`config.mk`:
```
export PLATFORM = sky130hd
export DESIGN_NAME = zeta_stream_sched
export DESIGN_NICKNAME = d
export VERILOG_FILES = /design/src/rtl/zeta_stream_sched.sv
export SDC_FILE = /design/constraint.sdc
export NUM_CORES = 1
export LEC_CHECK = 0
export BUFFER_PORTS_ARGS = -buffer_cell sky130_fd_sc_hd__buf_4
export CAP_MARGIN = 5
export CORE_UTILIZATION = 47
export CTS_CLUSTER_DIAMETER = 120
export DETAILED_ROUTE_END_ITERATION = 6
export PLACE_DENSITY = 0.8
export SYNTH_ARGS = -nofsm -noshare
export SYNTH_HDL_FRONTEND = slang
export SYNTH_SLANG_ARGS = --single-unit
export TNS_END_PERCENT = 1
```
`constraint.sdc`:
```
create_clock -name clk -period 2.6 [get_ports clk]
set_clock_uncertainty 0.1 [all_clocks]
set_input_delay 0.52 -clock clk [delete_from_list [all_inputs] [get_ports clk]]
set_output_delay 0.52 -clock clk [all_outputs]
set_load 0.02 [all_outputs]
```
`src/rtl/zeta_stream_sched.sv`:
```
// Burst-granting round-robin scheduler that time-shares one 3-stage feedback datapath.
// Optional macro ZETA_SCHED_PRIO0_EN makes requester 0 win every IDLE arbitration.
module zeta_stream_sched #(
  parameter int WIDTH        = 16,
  parameter int NUM_REQ      = 4,
  parameter int BURST_MAX    = 8,
  parameter int DRAIN_CYCLES = 2
) (
  input  logic                       clk,
  input  logic                       rst_n,
  input  logic [NUM_REQ-1:0]         req_valid,
  input  logic [NUM_REQ-1:0]         req_last,
  input  logic [NUM_REQ*WIDTH-1:0]   req_data,
  output logic [NUM_REQ-1:0]         req_ready,
  output logic [WIDTH-1:0]           dp_stream,
  output logic                       dp_rst_n,
  output logic                       res_valid,
  output logic [$clog2(NUM_REQ)-1:0] res_owner,
  output logic                       res_last,
  output logic                       busy
);

  localparam int OW = $clog2(NUM_REQ);
  localparam int DW = (DRAIN_CYCLES > 1) ? $clog2(DRAIN_CYCLES) : 1;
  localparam logic [DW-1:0] DRAIN_LAST = DW'(DRAIN_CYCLES - 1);
  localparam logic [7:0]    BMAX       = 8'(BURST_MAX);

  typedef enum logic [1:0] {IDLE, STREAM, DRAIN, FLUSH} state_t;

  state_t           state, state_nxt;
  logic [OW-1:0]    owner, rr_ptr, grant_idx, cand;
  logic             grant_found;
  logic [7:0]       beat_cnt;
  logic [DW-1:0]    drain_cnt;
  logic             xfer, beat_cap, beat_last;
  logic [WIDTH-1:0] owner_data;
  logic             flush_n;
  logic             tag_valid, tag_last;
  logic [OW-1:0]    tag_owner;

  // Search upward from the requester after the last winner; the lowest offset wins.
  always_comb begin
    grant_found = 1'b0;
    grant_idx   = '0;
    cand        = '0;
    for (int off = NUM_REQ; off >= 1; off--) begin
      cand = OW'((int'(rr_ptr) + off) % NUM_REQ);
`ifdef ZETA_SCHED_PRIO0_EN
      if (req_valid[cand] && (cand != '0)) begin
`else
      if (req_valid[cand]) begin
`endif
        grant_found = 1'b1;
        grant_idx   = cand;
      end
    end
`ifdef ZETA_SCHED_PRIO0_EN
    if (req_valid[0]) begin
      grant_found = 1'b1;
      grant_idx   = '0;
    end
`endif
  end

  always_comb begin
    state_nxt  = state;
    req_ready  = '0;
    xfer       = 1'b0;
    owner_data = req_data[int'(owner)*WIDTH +: WIDTH];
    beat_cap   = ((beat_cnt + 8'd1) == BMAX);
    beat_last  = req_last[owner] | beat_cap;
    case (state)
      IDLE:   if (grant_found) state_nxt = STREAM;
      STREAM: begin
        req_ready[owner] = 1'b1;
        xfer             = req_valid[owner];
        if (xfer && beat_last) state_nxt = DRAIN;
      end
      DRAIN:  if (drain_cnt == DRAIN_LAST) state_nxt = FLUSH;
      FLUSH:  state_nxt = IDLE;
      default: state_nxt = IDLE;
    endcase
  end

  always_ff @(posedge clk or negedge rst_n) begin
    if (!rst_n) state <= IDLE;
    else        state <= state_nxt;
  end

  // Stream word and its tag travel together; the tag is delayed once more to meet the datapath output.
  always_ff @(posedge clk or negedge rst_n) begin
    if (!rst_n) begin
      dp_stream <= '0;
      flush_n   <= 1'b1;
      tag_valid <= 1'b0;
      tag_last  <= 1'b0;
      tag_owner <= '0;
      res_valid <= 1'b0;
      res_last  <= 1'b0;
      res_owner <= '0;
      owner     <= '0;
      rr_ptr    <= OW'(NUM_REQ - 1);
      beat_cnt  <= '0;
      drain_cnt <= '0;
    end else begin
      dp_stream <= xfer ? owner_data : '0;
      tag_valid <= xfer;
      tag_last  <= xfer & beat_last;
      tag_owner <= owner;
      res_valid <= tag_valid;
      res_last  <= tag_last;
      res_owner <= tag_owner;
      flush_n   <= (state_nxt != FLUSH);
      case (state)
        IDLE: if (grant_found) begin
          owner <= grant_idx;
`ifdef ZETA_SCHED_PRIO0_EN
          if (grant_idx != '0) rr_ptr <= grant_idx;
`else
          rr_ptr <= grant_idx;
`endif
        end
        STREAM: begin
          drain_cnt <= '0;
          if (xfer) beat_cnt <= beat_cnt + 8'd1;
        end
        DRAIN: drain_cnt <= drain_cnt + 1'b1;
        FLUSH: beat_cnt <= '0;
        default: ;
      endcase
    end
  end

  assign dp_rst_n = rst_n & flush_n;
  assign busy     = (state != IDLE);

endmodule
```
==> impl_metrics.ini, run 1 <==
[run_status]
outcome = finished with violations
violations = DRC

[routing]
routedLengthMet1_um = 2286
drt_pre_antenna_iters = 6
num_vias = 1973
wl_um = 5852
wire_per_inst_um = 16.63
drt_iter0_markers = 179
final_antenna_net_count = 0
highest_layer = met4
vias_per_cell = 5.605
dr_wl_met2_um = 3246
wl_met3_um = 186
route.detailed.drc = 3

[yosys]
syn-cell-area_um2 = 2238
synthesis.nets = 278
async_flop_share_pct = 100.0
synth-seq-cells = 40
synth-edff-count = 0
synthFlopType = dfrtp_1
syn_area_per_cell_um2 = 11.31
ys_warn_count = 0
synthTopCellsByArea = dfrtp_1 41%, mux4_2 17%, nor2b_1 4.8%, dfstp_2 3.5%, ha_1 3.4%
ys_seq_area_share_pct = 44.89
synth_top_area_share_pct = 41.36
yosysTopAreaCell = dfrtp_1
syn_inst = 198
synth.distinct_cells = 42

[clock_network]
clkTransAtPathRegs_ns = 0.07
numCtsBuffers = 5
cts-root-buf = clkbuf_8
numClockSinks = 40
clockBufferDepth = 2
cts_hold_buf = 0
insertion_delay_ns = 0.29
cts_resized = 0
tritoncts = done
cts_max_level = 2
cts_setup_buffers = 0

[grt]
grt_pass1_vias = 1964
grt_start_max_net_pins = 41
gr-total-overflow = 0
grt_pass1_wl_um = 9190
antenna_found_initial = 0
track_usage_pct = 24.38

[power_and_ir_drop]
clkPwrFrac_pct = 16.8
p_leak_nw = 1.533
finalPower_mw = 3.276
pwr-share-seq_pct = 31.5
vdd_drop_max_mv = 0.5321
p_sw_share_pct = 38.94
p_per_area_nw_per_um2 = 1037
power_frac_comb_pct = 51.6
power.switching_mw = 1.276
p_int_mw = 2.001

[die]
io_pins = 100
core_area_um2 = 4474
die_area_um2 = 5042
die_x_um = 71.01
start_util_pct = 50.03
std_cell_rows = 24
die_h_um = 71.01

[timing]
slew_violations = 0
setup_viol = 0
grt_setup_unrepaired = no
period_minus_slack_ns = 2.289
min_period_over_period_pct = 88.02
max-slew-margin-rel_pct = 58.71
hold_violations = 0
max_slew.worst_pin.slew_ns = 0.6136
timing.hold.ws_ns = 0.2055
setup_tns_ns = 0
fmax_mhz = 437.0

[critical_path]
critPathLaunchType = flip-flop
end_kind = output port
crit_path_max_fanout = 10
arrival_ns = 1.67
required_ns = 1.98
critPathKind = reg -> out

[job]
maxCapViolations = 0

[final_layout]
fillers = 342
diodes = 0
syn2layout_area_growth_pct = 41.20
layout-drive-gt1-share_pct = 45.00
final_nets = 379
fin_util_pct = 70.64

[place]
port_buffers = 99
gp_congestion = 0.8272
hpwl_um = 4506

[hold_path]
hp-class = in -> async
-- layer usage --
layer,global-route usage (%),vias to the layer above
li1,-,929
met1,29.23,980
met2,42.31,53
met3,5.556,11
met4,10.44,0
met5,0,-
-- final timing paths --
kind	from	end	slack [ns]	depth (start not counted)
worst max-delay path	state[0]	busy	0.31	4
worst min-delay path	rst_n	beat_cnt[5]	0.21	2
worst max register to register	owner[1]	beat_cnt[7]	0.57	5
worst min register to register	tag_valid	res_valid	0.25	0
max in group asynchronous	rst_n	flush_n	1.83	2
min in group clk	tag_valid	res_valid	0.25	0
-- critical path, stage by stage (launching register included) --
cell	delay, ns
dfrtp_1	0.47
inv_1	0.19
ha_1	0.36
inv_1	0.16
buf_4	0.19
-- logic make-up (layout without fill, tap and decap cells) --
logic type | after synthesis | after routing | share of synthesized area [%]
buffers and inverters | 21 | 123 | 4.248
adder cells (fa/ha/maj) | 6 | 6 | 3.354
multiplexers | 21 | 21 | 19.12
AO/OA/AOI/OAI | 33 | 33 | 10.23
AND/OR/NAND/NOR | 77 | 77 | 18.17
flip-flops | 40 | 40 | 44.89
-- placed cells by master, fill, tap and decap left out, drive strengths merged, types with 10 or more instances in the layout --
master,n
dfrtp,37
inv,10
nor2,15
buf,105
nor2b,17
nand3,13
mux4,17
nand2,15
-- sequential cells by signal, indices dropped and copies added, names as in the netlist --
signal / count
beat_cnt: 8
dp_stream: 16
drain_cnt: 1
flush_n: 1
owner: 2
res_last: 1
res_owner: 2
res_valid: 1
rr_ptr: 2
state: 2
tag_last: 1
tag_owner: 2
tag_valid: 1
-- power by group through the flow --
| stage | sequential [mW] | combinational, mW | clock, mW |
|---|---|---|---|
| after floorplan | 1.13 | 1.04 | 0 |
| after global placement | 1.03 | 1.66 | 0 |
| after detailed placement | 1.04 | 1.69 | 0 |
| after CTS | 1.03 | 1.70 | 0.559 |
| after global routing | 1.06 | 1.84 | 0.591 |
| final | 1.03 | 1.69 | 0.552 |
-- Yosys cell counts, types with 2 or more instances --
master	number
nand4_1	2
dfrtp_1	37
nand3_1	13
nand4b_1	3
o211ai_1	2
dfstp_2	3
o21ai_0	7
a21oi_1	7
mux2i_1	3
ha_1	6
and3_1	2
inv_1	10
o221ai_1	2
nor2b_1	17
buf_4	2
nand2b_1	2
a311o_1	2
nor2_1	15
nand2_1	15
clkbuf_1	6
mux4_2	17
a31oi_1	2
a22oi_1	2
a41oi_1	3
-- through the flow --
step                      std cells  cell area [um^2]  worst slack (ns)
after floorplan                 198              2238            0.5949
after global placement          344              3034            0.6382
after detailed placement        344              3034            0.5742
after CTS                       352              3161            0.3240
after global routing            352              3161            0.1673
final                           352              3161            0.3115
-- final cells by class --
class | instances | area (um^2) | area share (%)
clock buffer | 7 | 96.34 | 3.048
multi-input combinational | 137 | 1139 | 36.03
inverter | 10 | 37.54 | 1.188
clock inverter | 1 | 30.03 | 0.9501
sequential | 40 | 1005 | 31.79
timing repair buffer | 105 | 788.3 | 24.94
tap | 52 | 65.06 | 2.059
Note: power is estimated with default switching activity, not from simulation.
==> inputs of run 2 (changes only) <==
==> constraint.sdc (replaced) <==
create_clock -name clk -period 2.6 [get_ports clk]
set_clock_uncertainty 0.1 [all_clocks]
set_input_delay 0.52 -clock clk [delete_from_list [all_inputs] [get_ports clk]]
set_output_delay 0.52 -clock clk [all_outputs]
set_load 0.1 [all_outputs]
==> impl_metrics.ini, run 2 (synthesized netlist as in run 1, its figures left out) <==
[final_layout]
regMostFlops = dp_stream
fin_util_pct = 70.22
layout-drive-gt1-share_pct = 44.67
final_cell_mix = 105 x buf_4, 37 x dfrtp_1, 17 x mux4_2, 17 x nor2b_1
syn2layout_area_growth_pct = 40.36
multiInputGateArea_um2 = 1139
largest_reg_flops = 16
reg_top3 = dp_stream x16, beat_cnt x8
final_common_cell = buf_4
final_nets = 379
final_cell_area_um2 = 3142
regArea_um2 = 1005
fillers = 327
diodes = 0

[critical_path]
crit_path_top_delay_cell = dfrtp_1
crit_family = buffers and inverters
critPathKind = reg -> out
path_cells = inv_1, ha_1, inv_1, buf_4
end_kind = output port
arrival_ns = 1.81
crit_top_cell = inv_1
crit_path_max_fanout = 10
slowest_delay_ns = 0.49
critPathLaunchType = flip-flop
required_ns = 1.98
path_buf_inv = 3

[grt]
track_usage_pct = 23.69
gr-total-overflow = 0
grt_pass1_wl_um = 9073
grt_pass1_vias = 1929
antenna_found_initial = 0
grt_start_max_net_pins = 41

[die]
io_pins = 100
start_util_pct = 50.03
die_x_um = 71.01
die_area_um2 = 5042
core_area_um2 = 4474
die_h_um = 71.01
std_cell_rows = 24

[power_and_ir_drop]
vdd_drop_max_mv = 0.6105
p_per_area_nw_per_um2 = 1298
p_leak_nw = 1.524

[clock_network]
insertion_delay_ns = 0.29
numClockSinks = 40
cts_resized = 0
cts_setup_buffers = 0
tritoncts = done
numCtsBuffers = 5
cts_hold_buf = 0
cts-root-buf = clkbuf_8
clkTransAtPathRegs_ns = 0.07
cts_max_level = 2
clockBufferDepth = 2

[routing]
route.detailed.drc = 3
vias_per_cell = 5.500
drt_pre_antenna_iters = 6
num_vias = 1936
final_antenna_net_count = 0
wl_um = 5749
drt_iter0_markers = 147
wire_per_inst_um = 16.33

[place]
dpl_cell_area_um2 = 3034
place_ws_ns = 0.4971
hpwl_um = 4490
port_buffers = 99
gp_congestion = 0.8351

[run_status]
violations = DRC
outcome = finished with violations

[timing]
grt_setup_unrepaired = no
setup_ws_ns = 0.1664
period_minus_slack_ns = 2.434
setup_viol = 0
min_period_over_period_pct = 93.60
fmax_mhz = 410.9
slew_violations = 0
max-slew-margin-rel_pct = 57.72
max_slew.worst_pin.slew_ns = 0.6284
hold_violations = 0

[hold_path]
hp-class = in -> async

[job]
maxCapViolations = 0
run 2: cell types whose count changed in the layout (fill, tap and decap cells not counted):
cell,change
clkbuf_8,-2
clkbuf_1,+1
clkinv_2,+1
run 2: power breakdown:
group | switching [mW] | internal [mW]
clock network | 0.206 | 0.285
logic | 1.73 | 0.808
registers | 0.190 | 0.859
run 2: layer usage:
| metal | GRT usage [%] | share of wire [%] |
|---|---|---|
| met1 | 28.42 | 39 |
| met2 | 43.59 | 56 |
| met3 | 5.128 | 4.7 |
| met4 | 5.333 | 0.54 |
| met5 | 0 | 0 |
run 2: path summary, 6_finish.rpt:
check / startpoint / to / slack, ns / cells after the start
max: state[0] / busy / 0.17 / 4
min: rst_n / beat_cnt[2] / 0.20 / 2
max reg2reg: owner[1] / flush_n / 0.47 / 5
min reg2reg: tag_valid / res_valid / 0.25 / 0
max in group asynchronous: rst_n / rr_ptr[1] / 1.84 / 2
min in group clk: tag_valid / res_valid / 0.25 / 0
run 2: through the flow:
stage | hold slack (ns) | TNS, ns | cells | total power, mW
floorplan | 0.1244 | -1.232 | 198 | 3.012
global placement | 0.2328 | 0 | 344 | 3.554
detailed placement | 0.2365 | 0 | 344 | 3.597
CTS | 0.2144 | 0 | 352 | 4.092
global route | 0.2362 | 0 | 352 | 4.282
finish | 0.1986 | 0 | 352 | 4.079
run 2: cell type report:
class,instances,area share (%)
sequential,40,31.98
clock inverter,2,1.115
timing repair buffer,105,25.09
tap,52,2.071
multi-input combinational,137,36.24
inverter,10,1.195
clock buffer,6,2.310
==> inputs of run 3 (changes only) <==
--- a/config.mk
+++ b/config.mk
@@ -8,6 +8,7 @@
 export BUFFER_PORTS_ARGS = -buffer_cell sky130_fd_sc_hd__buf_4
 export CAP_MARGIN = 5
 export CORE_UTILIZATION = 47
+export CTS_BUF_LIST = sky130_fd_sc_hd__clkbuf_4 sky130_fd_sc_hd__clkbuf_8 sky130_fd_sc_hd__clkbuf_16
 export CTS_CLUSTER_DIAMETER = 120
 export DETAILED_ROUTE_END_ITERATION = 6
 export PLACE_DENSITY = 0.8
==> impl_metrics.ini, run 3 (synthesized netlist as in run 1, its figures left out) <==
[routing]
wl_um = 5767
num_vias = 1944
wire_per_inst_um = 16.38
drt_iter0_markers = 147
route.detailed.drc = 3
drt_pre_antenna_iters = 6
vias_per_cell = 5.523
final_antenna_net_count = 0

[die]
start_util_pct = 50.03
io_pins = 100
die_area_um2 = 5042
die_x_um = 71.01
die_h_um = 71.01
std_cell_rows = 24
core_area_um2 = 4474

[clock_network]
cts_setup_buffers = 0
numClockSinks = 40
insertion_delay_ns = 0.29
cts_max_level = 2
cts_resized = 0
cts_hold_buf = 0
tritoncts = done
cts-root-buf = clkbuf_8
clkTransAtPathRegs_ns = 0.07
clockBufferDepth = 2
numCtsBuffers = 5

[grt]
gr-total-overflow = 0
grt_start_max_net_pins = 41
antenna_found_initial = 0
grt_pass1_vias = 1929
grt_pass1_wl_um = 9073
track_usage_pct = 23.69

[critical_path]
path_cells = inv_1, ha_1, inv_1, buf_4
reg2regPathDepth = 5
critPathKind = reg -> out
timing.rr.end = flush_n
path_depth = 4
startpoint = state[0]
critPathCapture = busy
slowest_delay_ns = 0.49
timing.rr.start = owner[1]
end_kind = output port
crit_path_max_fanout = 10
arrival_ns = 1.81
critPathLaunchType = flip-flop
reg2reg_slack_ns = 0.47
required_ns = 1.98
crit_top_cell = inv_1
crit_path_top_delay_cell = dfrtp_1
path_buf_inv = 3
crit_family = buffers and inverters

[power_and_ir_drop]
power_frac_comb_pct = 62.1
finalPower_mw = 4.090
p_leak_nw = 1.527
p_sw_share_pct = 52.04
pwr-share-seq_pct = 25.6
p_int_mw = 1.962
p_per_area_nw_per_um2 = 1300
vdd_drop_max_mv = 0.6101
power.switching_mw = 2.128
clkPwrFrac_pct = 12.3

[timing]
slew_violations = 0
hold_violations = 0
max_slew.worst_pin.slew_ns = 0.6279
setup_viol = 0
setup_tns_ns = 0
grt_setup_unrepaired = no
max-slew-margin-rel_pct = 57.75
min_period_over_period_pct = 93.46
period_minus_slack_ns = 2.430
fmax_mhz = 411.5

[final_layout]
final_nets = 379
instances_no_fill = 352
final_cell_area_um2 = 3146
final_cell_mix = 105 x buf_4, 37 x dfrtp_1, 17 x mux4_2, 17 x nor2b_1
largest_reg_flops = 16
regMostFlops = dp_stream
layout-drive-gt1-share_pct = 45.00
syn2layout_area_growth_pct = 40.53
final_common_cell = buf_4
diodes = 0
reg_top3 = dp_stream x16, beat_cnt x8

[job]
maxCapViolations = 0

[place]
hpwl_um = 4490
gp_congestion = 0.8351
dp.cells = 344
port_buffers = 99
dpl_cell_area_um2 = 3034

[run_status]
violations = DRC
outcome = finished with violations

[hold_path]
hp-class = in -> async
-- run 3: cell type report --
class / count / area (um^2)
clock inverters: 2 / 35.03
clock buffers: 6 / 76.32
flip-flops and latches: 40 / 1005
well taps: 52 / 65.06
fillers: 328 / 1329
multi-input cells: 137 / 1139
repair buffers: 105 / 788.3
inverters: 10 / 37.54
-- run 3: per-layer routing --
| metal | part of all wire, % | wire length [um] | GRT usage [%] |
|---|---|---|---|
| met1 | 39 | 2240 | 28.42 |
| met2 | 56 | 3240 | 43.59 |
| met3 | 4.6 | 264 | 5.128 |
| met4 | 0.36 | 21 | 5.333 |
| met5 | 0 | 0 | 0 |
-- run 3: power groups by stage --
| stage | clock network (mW) | registers, mW | logic [mW] |
|---|---|---|---|
| floorplan | 0 | 1.79 | 1.22 |
| global placement | 0 | 1.05 | 2.51 |
| detailed placement | 0 | 1.06 | 2.54 |
| CTS | 0.509 | 1.05 | 2.55 |
| global route | 0.540 | 1.08 | 2.67 |
| finish | 0.502 | 1.05 | 2.54 |
-- run 3: how the worst min path moves through the flow --
stage | end | slack, ns | cells after the start
final | beat_cnt[2] | 0.20 | 2
after global routing | owner[0] | 0.24 | 2
after CTS | dp_stream[7] | 0.21 | 2
after detailed placement | res_valid | 0.24 | 0
after global placement | res_owner[0] | 0.23 | 0
after floorplan | beat_cnt[0] | 0.12 | 0
-- run 3: metrics by stage --
stage                     setup slack [ns]  hold slack [ns]  util, %
after floorplan                    -0.3743           0.1244        -
after global placement              0.5190           0.2328    67.81
after detailed placement            0.4971           0.2365    67.81
after CTS                           0.1789           0.2144    70.30
after global routing               0.07797           0.2364    70.30
final                               0.1700           0.1977    70.30
-- run 3: worst register-to-register path, stage by stage (launching register included) --
cell,delay [ns]
dfrtp_1,0.64
buf_4,0.31
mux4_2,0.33
a41oi_1,0.35
a311o_1,0.24
a22oi_1,0.07
